<file path="src/rtl/sd_cic_decimator.sv">
// rtl/sd_cic_decimator.sv - 3rd-order CIC decimator for the two-piece sigma-delta bitstream
// Optional SDDEC_FRAME_CNT_EN adds a 16-bit output frame counter port.
module sd_cic_decimator #(
  parameter int DECIM_LOG2 = 6,
  parameter int OUT_W      = 3 + 3 * DECIM_LOG2
) (
  input  logic             clk,
  input  logic             reset,
  input  logic [1:0]       sd_in,
  input  logic             in_en,
  output logic [OUT_W-1:0] dout,
  output logic             dout_valid,
  output logic             busy
`ifdef SDDEC_FRAME_CNT_EN
  ,
  output logic [15:0]      frame_cnt
`endif
);

  typedef enum logic [1:0] {IDLE, C1, C2, C3} state_t;

  state_t state, next_state;

  logic [OUT_W-1:0] x, s1, s2, s3;
  logic [OUT_W-1:0] i1, i2, i3;
  logic [OUT_W-1:0] d0, c, z1, z2, z3;
  logic [OUT_W-1:0] sub_a, sub_b, diff;
  logic [DECIM_LOG2-1:0] cnt;
  logic tick;

  // Each piece contributes +1 for a one bit and -1 for a zero bit.
  always_comb begin
    case (sd_in)
      2'b11:   x = OUT_W'(2);
      2'b00:   x = ~OUT_W'(1);
      default: x = '0;
    endcase
  end

  assign s1   = i1 + x;
  assign s2   = i2 + s1;
  assign s3   = i3 + s2;
  assign tick = in_en & (&cnt);

  always_ff @(posedge clk or negedge reset) begin
    if (!reset) begin
      i1  <= '0;
      i2  <= '0;
      i3  <= '0;
      d0  <= '0;
      cnt <= '0;
    end else if (in_en) begin
      i1  <= s1;
      i2  <= s2;
      i3  <= s3;
      cnt <= cnt + DECIM_LOG2'(1);
      if (&cnt) d0 <= s3;
    end
  end

  always_ff @(posedge clk or negedge reset) begin
    if (!reset) state <= IDLE;
    else        state <= next_state;
  end

  // One subtractor shared by the three comb stages; operands selected by state.
  always_comb begin
    next_state = state;
    sub_a      = c;
    sub_b      = z2;
    case (state)
      IDLE: if (tick) next_state = C1;
      C1: begin
        sub_a      = d0;
        sub_b      = z1;
        next_state = C2;
      end
      C2: next_state = C3;
      C3: begin
        sub_b      = z3;
        next_state = IDLE;
      end
      default: next_state = IDLE;
    endcase
  end

  assign diff = sub_a - sub_b;
  assign busy = (state != IDLE);

  always_ff @(posedge clk or negedge reset) begin
    if (!reset) begin
      c          <= '0;
      z1         <= '0;
      z2         <= '0;
      z3         <= '0;
      dout       <= '0;
      dout_valid <= 1'b0;
    end else begin
      dout_valid <= (state == C3);
      case (state)
        C1: begin
          c  <= diff;
          z1 <= d0;
        end
        C2: begin
          c  <= diff;
          z2 <= c;
        end
        C3: begin
          dout <= diff;
          z3   <= c;
        end
        default: ;
      endcase
    end
  end

`ifdef SDDEC_FRAME_CNT_EN
  always_ff @(posedge clk or negedge reset) begin
    if (!reset)             frame_cnt <= '0;
    else if (state == C3)   frame_cnt <= frame_cnt + 16'd1;
  end
`endif

endmodule

</file>
<file path="config.mk">
export PLATFORM = sky130hd
export DESIGN_NAME = sd_cic_decimator
export DESIGN_NICKNAME = d
export VERILOG_FILES = /design/src/rtl/sd_cic_decimator.sv
export SDC_FILE = /design/constraint.sdc
export NUM_CORES = 1
export LEC_CHECK = 0
export ABC_CLOCK_PERIOD_IN_PS = 4820
export CAP_MARGIN = 15
export CORE_ASPECT_RATIO = 1.75
export CORE_MARGIN = 10
export CORE_UTILIZATION = 55
export DETAILED_ROUTE_END_ITERATION = 10
export PLACE_DENSITY = 0.76
export SYNTH_ARGS = -nofsm -noshare
export SYNTH_HDL_FRONTEND = slang
export SYNTH_SLANG_ARGS = --single-unit
</file>
<file path="constraint.sdc">
create_clock -name clk -period 4.82 [get_ports clk]
set_input_delay 0.723 -clock clk [delete_from_list [all_inputs] [get_ports clk]]
set_output_delay 0.723 -clock clk [all_outputs]
set_load 0.01 [all_outputs]
</file>
==> qor.yml, run 1 <==
outcome:
  status: "finished with violations"
  violations: "setup timing"
detailed_routing:
  wl_met1_microns: 10500
  routed-wl-met3_microns: 601
  wl_per_cell_microns: 17.9
  routed_wl_microns: 28100
  firstDrtPassIters: 5
  route.detailed.drc: 0
  vias_per_cell: 5.84
  top_layer: "met4"
  dr_wl_met2_microns: 15800
  antenna_left: 0
  drtIter0Drc: 448
  via_count: 9168
synthesis:
  async_flop_share: 1.00
  synth_edf_count: 0
  synthAdderAreaFrac: 0.0832
  synth_cell_types: 67
  synth_area_per_cell_sq_um: 10.1
  synth_area_sq_um: 11500
  ys_seq_elements: 193
  synth_compound_area_frac: 0.161
  netlist_instances: 1137
  syn-num-nets: 1217
  ys.flop_type: "dfrtp_1"
  yosysSeqAreaShare: 0.421
  synth_warnings: 0
  post_synth_and_or_nand_nor_area_fraction: 0.0950
  synth_top_family_by_area: "compound AO/OA/AOI/OAI gates"
  synth_top_area_cell: "dfrtp_1"
  yosys.area_share.xor_xnor: 0.0730
  yosysTopAreaCellShare: 0.421
  synth_mux_area_frac: 0.123
  synth.area.top_cells: "dfrtp_1 42%, mux2_2 12%, ha_1 8.0%"
setup_path:
  end_kind: "register"
  crit_start: "sd_in[1]"
  rrSetupSlack_ps: -720
  cpMaxStageDelayCell: "or4_4"
  cp_max_fo: 4
  r2r_start: "i1[2]"
  rr_endpoint: "d0[20]"
  worst_path_most_repeated_cell: "o21ai_2"
  r2r_cells: 25
  worstPathRequired_ps: 5110
  start_kind: "primary input"
  arrival_ps: 6050
  path_class: "in2reg"
  cpPeakStageDelay_ps: 510
floorplan:
  start_util: 0.563
  dieArea_sq_um: 27200
  die_height_microns: 211
  rows: 69
  dieWidth_microns: 129
  core-area_sq_um: 20400
  io_pins: 28
clock_tree:
  clkSinkCount: 193
  htreeDepth: 4
  cts_max_path_buffers: 2
  insertion_delay_ps: 450
  cts_root_buf: "clkbuf_16"
  cts-buffers-inserted: 17
  ctsHoldBuffers: 0
  clk_pin_slew_worst_paths_ps: 70
  cts_tree: "done"
timing:
  post-route-period-util: 1.20
  worst_hold_slack_ps: 381
  max_freq_mhz: 173
  rsz0062_at_grt: "yes"
  clock_skew_ps: 14.7
  setup_viol: 18
  hold_viol: 0
  setup_ws_ps: -948
  drv_slew: 0
  worstMarginPinSlew_ps: 995
  period_minus_slack_ps: 5770
  slew_headroom: 0.337
final_layout:
  utilization: 0.704
  n_antenna_cell: 0
  nFillCells: 1411
  final_layout_size_suffix_gt1_frac: 0.324
  syn_to_final_growth_pct: 25.1
  nNetsFinal: 1388
global_route:
  grt_usage: 0.203
  grt_pass1_wl_microns: 45300
  first_global_vias: 9680
  grt-ovfl-total: 0
  grt_max_degree: 125
  grt_antenna_before_repair: 0
place:
  place_ws_ps: -1930
  numPortBuffers: 27
  place_hpwl_microns: 18100
  globalplace.congestion: 0.871
flow_run:
  drv_cap: 0
worst_hold_path:
  hold_class: "in2async"
-- Yosys cell counts (4+ instances only) --
cell type / number
mux2_2: 123
and3_1: 4
xor2_1: 19
o21ai_1: 12
nand2_1: 73
buf_1: 10
nand3_1: 7
nand4_1: 5
xnor2_1: 74
a31oi_1: 8
ha_1: 73
nor4_1: 5
o21bai_1: 9
inv_1: 65
dfrtp_1: 193
a21oi_1: 77
nor3_1: 13
a41oi_1: 4
nand2b_1: 7
o21ai_0: 87
a21o_1: 13
o21a_1: 13
o2111ai_1: 4
clkbuf_1: 37
a22o_1: 22
nor2b_1: 23
o31ai_1: 4
or3_1: 4
nor2_1: 78
-- placed cells by master (no fill, tap or decap), types with 5 or more instances in the layout --
cell               n
inv_1             62
mux2_2           121
o21ai_0           78
ha_4               6
nand2b_1           7
nor2b_1           20
ha_1              59
a22o_1            22
o21a_1            13
bufinv_16          6
o21ai_1           14
a21oi_1           64
o21ai_2            8
buf_6              6
ha_2               8
xnor2_2            7
dfrtp_1          193
nand2_1           71
o21bai_1           9
a21o_1            13
a21oi_2           11
buf_4            174
clkdlybuf4s50_1   23
nor2_1            72
xor2_1            18
xnor2_1           67
nand4_1            5
nor3_1            10
clkbuf_16         17
nand3_1            6
a31oi_1            8
-- worst max-delay path, delay by kind of cell --
kind                       cells  cell delay (ps)
AOI/OAI and AO/OA              9             1680
and+or+nand+nor                6             1260
xor gates and xnor gates       5              960
adders and majority gates      4              830
buffers and inverters          5              580
-- registers in the layout, summed over array words and instances, names as in the netlist --
name / count
dout_valid: 1
z2: 21
z1: 20
cnt: 6
state: 2
c: 21
i2: 20
i3: 20
dout: 21
d0: 20
z3: 21
i1: 20
-- cell families after synthesis --
| logic type | Yosys count |
|---|---|
| DFF | 193 |
| xor gates and xnor gates | 94 |
| AOI/OAI and AO/OA | 292 |
| and+or+nand+nor | 235 |
| buffers and inverters | 122 |
| adders and majority gates | 75 |
| muxes | 126 |
-- repair_timing --
action | in CTS | in global routing
pin swaps | 53 | 30
setup buffers | 17 | 14
hold endpoints to repair | 0 | 0
gates resized for setup | 67 | 38
setup endpoints to repair | 30 | 22
-- metal layers --
metal  vias up  track usage
met5         -            0
met2       184        0.387
met3        86       0.0231
met1      4572        0.208
met4         0        0.106
li1       4326            -
-- layout make-up --
| cell class | count | area (sq um) | share of cell area |
|---|---|---|---|
| multi-input cells | 822 | 6590 | 0.459 |
| inverters | 66 | 268 | 0.0187 |
| clock inverters | 13 | 234 | 0.0163 |
| repair buffers | 208 | 1670 | 0.117 |
| clock buffers | 19 | 433 | 0.0302 |
| flip-flops and latches | 193 | 4830 | 0.337 |
| well taps | 248 | 310 | 0.0216 |
-- metrics by stage --
stage / instances / cell area, sq um / TNS, ps
finish: 1569 / 14300 / -8390
global route: 1569 / 14300 / -12800
CTS: 1555 / 14100 / -4380
detailed placement: 1512 / 13000 / -36160
global placement: 1512 / 13000 / -31370
floorplan: 1137 / 11600 / -10310
-- how the worst max path moves through the flow --
| stage | to | cells after the start |
|---|---|---|
| after global routing | d0[20] | 31 |
| after global placement | i3[20] | 29 |
| final | d0[20] | 29 |
| after detailed placement | d0[20] | 29 |
| after CTS | d0[20] | 31 |
| after floorplan | i3[20] | 31 |
Power of run 1 is left out: the tool's default activity adds up to more than one toggle a clock period on the data nets, which glitch-free logic cannot reach.
==> inputs of run 2 (changes only) <==
REMOVE_ABC_BUFFERS = 1   (was not set)
==> run 2 against run 1 <==
- the run still ends with setup timing left
- worst setup slack improved by 150 ps
- first-iteration DRC count rose by 32%
- die area is the same
- fmax rose by 2.7%
- utilization grew 0.69 points
- critical path depth rose by 1
- sequential share of layout area down 0.33 points
- sequential cell count stayed put
- hold slack better by 2.8 ps
- register-to-register slack gained 140 ps
- via count up 0.26%
- highest routed layer unchanged
==> qor.yml, run 2 (synthesized netlist as in run 1, its figures left out) <==
setup_path:
  cp_max_fo: 4  # unchanged
  cpMaxStageDelayCell: "ha_1"
  worst_path_most_repeated_cell: "o21a_1"
  cpPeakStageDelay_ps: 340  # -170 ps
  arrival_ps: 5910  # -140 ps
  crit_family: "compound AO/OA/AOI/OAI gates"
  end_kind: "register"
  path_class: "in2reg"
  path_buf_inv: 4  # -1
  worstPathRequired_ps: 5110  # about the same
  start_kind: "primary input"
place:
  place_hpwl_microns: 17300  # -4.1%
  globalplace.congestion: 0.883  # +1.4%
  numPortBuffers: 27  # unchanged
detailed_routing:
  drtIter0Drc: 591  # +32%
  antenna_left: 0  # unchanged
  route.detailed.drc: 0  # unchanged
  via_count: 9192  # +0.26%
  routed_wl_microns: 27500  # -2.1%
  wl_per_cell_microns: 17.6  # -1.8%
  vias_per_cell: 5.88  # +0.58%
  firstDrtPassIters: 5  # unchanged
timing:
  period_minus_slack_ps: 5620  # -152 ps
  setup_viol: 18  # unchanged
  drv_slew: 0  # unchanged
  fin_tns_setup_ps: -7140  # +1240 ps
  worstMarginPinSlew_ps: 1070  # +72.3 ps
  setup_ws_ps: -796  # +152 ps
  clock_skew_ps: 9.97  # -4.73 ps
  max_freq_mhz: 178  # +2.7%
  worst_hold_slack_ps: 384  # +2.78 ps
  post-route-period-util: 1.17  # -0.0315
  rsz0062_at_grt: "yes"
  slew_headroom: 0.288  # -0.0482
  hold_viol: 0  # unchanged
final_layout:
  utilization: 0.710  # +0.00694
  nNetsFinal: 1383  # -0.36%
  syn_to_final_growth_pct: 26.3
  layout_commonest_cell: "dfrtp_1"
  final_layout_size_suffix_gt1_frac: 0.345  # +0.0210
  layout_common_cells: "193 x dfrtp_1, 167 x buf_4, 119 x mux2_2"
  n_antenna_cell: 0  # unchanged
outcome:
  violations: "setup timing"
  status: "finished with violations"
global_route:
  grt_max_degree: 105  # -16%
  grt_pass1_wl_microns: 42500  # -6.3%
  first_global_vias: 9453  # -2.3%
  grt_usage: 0.189  # -0.0144
  grt-ovfl-total: 0  # unchanged
  grt_antenna_before_repair: 0  # unchanged
clock_tree:
  cts_root_buf: "clkbuf_16"
  clk_pin_slew_worst_paths_ps: 70  # about the same
  cts_tree: "done"
  cts_max_path_buffers: 2  # unchanged
  insertion_delay_ps: 450  # about the same
  htreeDepth: 4  # unchanged
  clkSinkCount: 193  # unchanged
  ctsHoldBuffers: 0  # unchanged
  cts-buffers-inserted: 17  # unchanged
floorplan:
  rows: 69  # unchanged
  dieArea_sq_um: 27200  # unchanged
  start_util: 0.563  # unchanged
  dieWidth_microns: 129  # unchanged
  die_height_microns: 211  # unchanged
  core-area_sq_um: 20400  # unchanged
  io_pins: 28  # unchanged
flow_run:
  drv_cap: 0  # unchanged
worst_hold_path:
  hold_class: "in2async"
run 2: final timing paths:
kind | start | end | slack, ps | depth (start not counted)
max in group asynchronous | reset | z2[18] | 3470 | 2
worst min register to register | cnt[5] | cnt[5] | 490 | 1
worst min-delay path | reset | i1[2] | 380 | 1
worst max register to register | i1[2] | d0[20] | -580 | 26
min in group clk | cnt[5] | cnt[5] | 490 | 1
worst max-delay path | sd_in[0] | d0[20] | -800 | 30
run 2: through the flow:
step                      setup slack, ps  instance area (sq um)  std cells
after global routing                -1050                  14500       1564
after CTS                            -829                  13800       1548
after detailed placement            -1890                  12900       1507
after floorplan                     -1730                  11200       1081
final                                -796                  14500       1564
after global placement              -1700                  12900       1507
run 2: routing by layer:
layer / track usage / up-vias / wire (microns)
li1: - / 4329 / -
met1: 0.201 / 4565 / 10500
met2: 0.356 / 218 / 15300
met3: 0.0234 / 80 / 739
met4: 0.0870 / 0 / 980
met5: 0 / - / 0
run 2: cell type report:
type / instances / area (sq um)
clock buffer: 19 / 453
clock inverter: 13 / 119
timing repair buffer: 203 / 1630
multi-input combinational: 822 / 6870
tap: 248 / 310
inverter: 66 / 258
sequential: 193 / 4830
fill: 1339 / 5900
run 2: repair_timing:
item | CTS | global route
resized for setup | 60 | 112
pin swaps | 49 | 56
setup endpoints to repair | 28 | 24
buffers inserted | 10 | 21
endpoints found under the hold margin | 0 | 0
Power of run 2 is left out for the same reason.
